## src/rtl/chan_mux_pkg.sv

```systemverilog
// Shared definitions for the channel multiplexer: output-register state
// encoding and the transfer counter width.
package chan_mux_pkg;

  localparam int XFER_CNT_W = 16;

  // Output register occupancy.
  typedef enum logic {
    EMPTY = 1'b0,
    FULL  = 1'b1
  } state_t;

endpackage

```

## src/rtl/chan_mux_rr_arbiter.sv

```systemverilog
// Round-robin arbiter: picks the first requesting channel at or after ptr,
// wrapping modulo NCH. Purely combinational.
module rr_arbiter #(
  parameter int NCH  = 4,
  parameter int SELW = 2
) (
  input  logic [NCH-1:0]  req,
  input  logic [SELW-1:0] ptr,
  output logic [SELW-1:0] grant,
  output logic            grant_valid
);

  // Channel index k positions after p, wrapped into 0..NCH-1.
  function automatic int wrap_idx(input int p, input int k);
    int s;
    s = p + k;
    return (s >= NCH) ? s - NCH : s;
  endfunction

  // Scan from ptr upward; the first requester found wins.
  always_comb begin
    // NOTE: every output gets a default before the scan so no latch is inferred.
    grant       = '0;
    grant_valid = 1'b0;
    for (int k = 0; k < NCH; k++) begin
      if (!grant_valid && req[wrap_idx(int'(ptr), k)]) begin
        grant       = SELW'(wrap_idx(int'(ptr), k));
        grant_valid = 1'b1;
      end
    end
  end

endmodule

```

## src/rtl/chan_mux.sv

```systemverilog
// Channel multiplexer: selects one of NCH input channels (explicit select or
// round-robin) into a single registered output slot with valid/ready flow
// control, and counts completed output handshakes.
module chan_mux
  import chan_mux_pkg::*;
#(
  parameter  int WIDTH = 16,
  parameter  int NCH   = 4,
  parameter  int MODE  = 0,
  localparam int SELW  = (NCH > 1) ? $clog2(NCH) : 1
) (
  input  logic                  clk,
  input  logic                  reset,
  input  logic                  en,
  input  logic [SELW-1:0]       sel,
  input  logic [NCH*WIDTH-1:0]  in_data,
  input  logic [NCH-1:0]        in_valid,
  output logic [NCH-1:0]        in_ready,
  output logic [WIDTH-1:0]      out_data,
  output logic [SELW-1:0]       out_ch,
  output logic                  out_valid,
  input  logic                  out_ready,
  output logic                  sel_err,
  output logic [XFER_CNT_W-1:0] xfer_cnt
);

  state_t            state, state_nxt;
  logic [SELW-1:0]   grant;
  logic              grant_valid;
  logic              slot_free;
  logic              load;
  logic [WIDTH-1:0]  grant_data;

  assign out_valid = (state == FULL);
  assign slot_free = (state == EMPTY) || out_ready;
  assign load      = !reset && en && slot_free && grant_valid;

  if (MODE == 0) begin : g_sel
    // Explicit select: grant follows sel, valid only for an in-range channel.
    always_comb begin
      grant       = sel;
      grant_valid = 1'b0;
      for (int i = 0; i < NCH; i++) begin
        if (sel == SELW'(i)) grant_valid = in_valid[i];
      end
    end

    // Flag an out-of-range select whenever the block is enabled.
    always_ff @(posedge clk) begin
      // NOTE: all sequential state uses non-blocking assignment.
      if (reset) sel_err <= 1'b0;
      else       sel_err <= en && (int'(sel) >= NCH);
    end
  end else begin : g_rr
    logic [SELW-1:0] ptr;
    logic            unused_sel;

    assign unused_sel = ^sel;
    assign sel_err    = 1'b0;

    rr_arbiter #(
      .NCH  (NCH),
      .SELW (SELW)
    ) u_arb (
      .req         (in_valid),
      .ptr         (ptr),
      .grant       (grant),
      .grant_valid (grant_valid)
    );

    // Priority pointer moves to the channel after the last one loaded.
    always_ff @(posedge clk) begin
      if (reset)     ptr <= '0;
      else if (load) ptr <= (grant == SELW'(NCH - 1)) ? '0 : grant + 1'b1;
    end
  end

  // Pick the granted channel's word and raise its ready on a load.
  always_comb begin
    grant_data = '0;
    in_ready   = '0;
    for (int i = 0; i < NCH; i++) begin
      if (grant == SELW'(i)) begin
        grant_data  = in_data[i*WIDTH +: WIDTH];
        in_ready[i] = load;
      end
    end
  end

  // Output slot state register.
  always_ff @(posedge clk) begin
    if (reset) state <= EMPTY;
    else       state <= state_nxt;
  end

  // Fill on load; drain when the consumer takes the word and nothing replaces it.
  always_comb begin
    state_nxt = state;
    case (state)
      EMPTY:   if (load) state_nxt = FULL;
      FULL:    if (load) state_nxt = FULL;
               else if (out_ready) state_nxt = EMPTY;
      default: state_nxt = EMPTY;
    endcase
  end

  // Capture the granted word and its channel index on a load.
  always_ff @(posedge clk) begin
    if (reset) begin
      out_data <= '0;
      out_ch   <= '0;
    end else if (load) begin
      out_data <= grant_data;
      out_ch   <= grant;
    end
  end

  // Count completed output handshakes; wraps naturally.
  always_ff @(posedge clk) begin
    if (reset)                       xfer_cnt <= '0;
    else if (out_valid && out_ready) xfer_cnt <= xfer_cnt + 1'b1;
  end

endmodule

```

## config.mk

```make
export PLATFORM = sky130hd
export DESIGN_NAME = chan_mux
export DESIGN_NICKNAME = d
export VERILOG_FILES = /design/src/rtl/chan_mux_pkg.sv /design/src/rtl/chan_mux_rr_arbiter.sv /design/src/rtl/chan_mux.sv
export SDC_FILE = /design/constraint.sdc
export NUM_CORES = 1
export LEC_CHECK = 0
export BUFFER_PORTS_ARGS = -buffer_cell sky130_fd_sc_hd__clkbuf_2
export CAP_MARGIN = 20
export CORE_MARGIN = 8
export CORE_UTILIZATION = 48
export CTS_BUF_LIST = sky130_fd_sc_hd__clkbuf_4
export DETAILED_ROUTE_END_ITERATION = 10
export GPL_ROUTABILITY_DRIVEN = 0
export HOLD_SLACK_MARGIN = 0.12
export PLACE_DENSITY = 0.88
export SLEW_MARGIN = 20
export SYNTH_ARGS = -nofsm -noshare
export SYNTH_HDL_FRONTEND = slang
export SYNTH_SLANG_ARGS = --single-unit
```

## constraint.sdc

```tcl
create_clock -name clk -period 2.8 [get_ports clk]
set_clock_uncertainty 0.05 [all_clocks]
set_input_delay 0.56 -clock clk [delete_from_list [all_inputs] [get_ports clk]]
set_output_delay 0.56 -clock clk [all_outputs]
set_load 0.05 [all_outputs]
```

==> reports/qor.yml <==
critPathLaunchType: "input port"
rows: 22
hpwl_um: 4600
drc: 0
first_iter_violations: 94
syn_to_final_growth_pct: 33.5
multi_input_area_mm2: 0.00110
timing.final.crit_share_pct: 89.8
cts_setup_buffers: 0
antenna_left: 0
cts.sink_count: 35
crit_start: "sel[0]"
yosysWarningCount: 0
firstDrtPassIters: 4
status: "finished, final reports clean"
htreeDepth: 2
clockBufferDepth: 2
leakage_nw: 1.13
layout.nets: 383
maxCapViolations: 0
floorplan.initialDensity_pct: 50.3
worstHoldStart: "out_data[8]"
ys_seq_area_share_pct: 37.5
worstPathMaxFanout: 21
grt_max_degree: 36
vias: 1901
via_per_inst: 5.35
syn-cell-area_mm2: 0.00187
worstRegToRegCells: 4
fp.dieH_um: 78.4
fp.coreArea_mm2: 0.00372
crit_type: "input port to primary output"
cts_resized: 0
synth-seq-cells: 35
antenna_found_initial: 0
fin_crit_ps: 2520
wl_um: 5650
arrival_ps: 1910
r2r_start: "xfer_cnt[6]"
power_density_mw_per_mm2: 396
hp-class: "register to register"
grt.overflow.total: 0
fin_tns_setup_ps: 0
wl_per_cell_um: 15.9
grt.total_usage_pct: 18.5
syn_nets: 274
mostFrequentLayoutCell: "clkbuf_2"
drive_gt1_share_pct: 47.6
avgSynthCellArea_um2: 9.39
rsz0062_at_grt: "false"
finalMaxSlewViolations: 0
grt_pass1_vias: 1949
clock-root-buffer: "clkbuf_4"
portBuffers: 112
grt_pass1_wl_um: 9160
cts_tree: "yes"
die-area_mm2: 0.00615
ios: 114
holdPathStages: 2
worstPathRequired_ps: 2190
final_hold_viol_count: 0
synth.distinct_cells: 32
seqCellArea_um2: 701
peakVddDrop_mv: 0.215
clkTransAtPathRegs_ps: 100
fillCellCount: 325
fin_hold_ws_ps: 411
numCtsBuffers: 5
worstSkewPairLatency_ps: 320
layout_common_cells: "clkbuf_2, nand2_1, dfxtp_1"
cp-end-kind: "primary output"
setup_viol: 0
maxClockFrequency_ghz: 0.398
antenna_cells: 0
syn_inst: 199
die_x_um: 78.4
cts-hold-fix-buffers: 0
final timing paths:
kind                  end  slack (ps)
max           in_ready[1]         280
min           out_data[8]         410
max reg2reg  xfer_cnt[15]        1130
min reg2reg   out_data[8]         410
layout make-up:
type | count | area share [%]
Multi-Input combinational cell | 150 | 44.1
Tap cell | 48 | 2.41
Clock buffer | 6 | 1.80
Timing Repair Buffer | 116 | 23.7
Sequential cell | 35 | 28.1
through the flow:
stage	utilization, %	cells	setup WS [ps]	instance area (um2)	power (mW)
4_1_cts	67.2	355	275	2500	0.998
5_1_grt	67.2	355	149	2500	1.04
2_1_floorplan	-	199	258	1880	0.675
3_5_place_dp	66.0	349	282	2450	0.753
6_report	67.2	355	284	2500	0.988
3_3_place_gp	66.0	349	359	2450	0.748
sequential cells by signal, summed over array words and instances (netlist names):
signal	flops
out_valid	1
xfer_cnt	16
out_ch	2
out_data	16
critical path, cell delays in order:
cell	delay, ps
clkbuf_2	100
buf_4	330
mux2i_1	200
nor3_1	250
and2_1	190
clkbuf_2	280
per-layer routing:
metal  wire [um]  share of wire (%)  vias up  global-route usage [%]
li1            -                  -      931                       -
met1        2070                 37      873                    19.1
met4          64                1.1        0                    7.41
met3         567                 10        4                    8.77
met5           0                  0        -                       0
met2        2950                 52       93                    31.6
synth_stat cells, drive strengths merged:
cell    count  area (um2)
conb        1        3.75
buf         7        48.8
and4        2        18.8
xor2        7        61.3
nor4        2        12.5
dfxtp      35         701
a311oi      1        8.76
nand3       9        50.1
or2         1        6.26
xnor2       3        26.3
ha          1        12.5
mux4       17         383
a21oi      23         115
mux2i       1        10.0
nor2       13        48.8
nand4       5        37.5
nor2b       1        6.26
clkbuf      7        26.3
nor3        3        15.0
o21ai       5        25.0
nand2      39         146
and2        1        6.26
or3         6        42.5
nand2b      3        18.8
and3        6        38.8
logic make-up (layout without fill, tap and decap cells):
family                     Yosys count  after routing  share of synthesized area (%)
other                                1              1                          0.201
xor gates and xnor gates            10             10                           4.69
adders and majority gates            1              1                          0.669
buffers and inverters               14            122                           4.02
muxes                               18             18                           21.0
AOI/OAI and AO/OA                   29             29                           7.97
DFF                                 35             35                           37.5
and+or+nand+nor                     91             91                           24.0
power by group:
group | internal (mW) | switching (mW)
Sequential | 0.511 | 0.00769
Clock | 0.0990 | 0.148
Combinational | 0.0982 | 0.124
Total | 0.708 | 0.280
(Power assumes the default switching activity.)
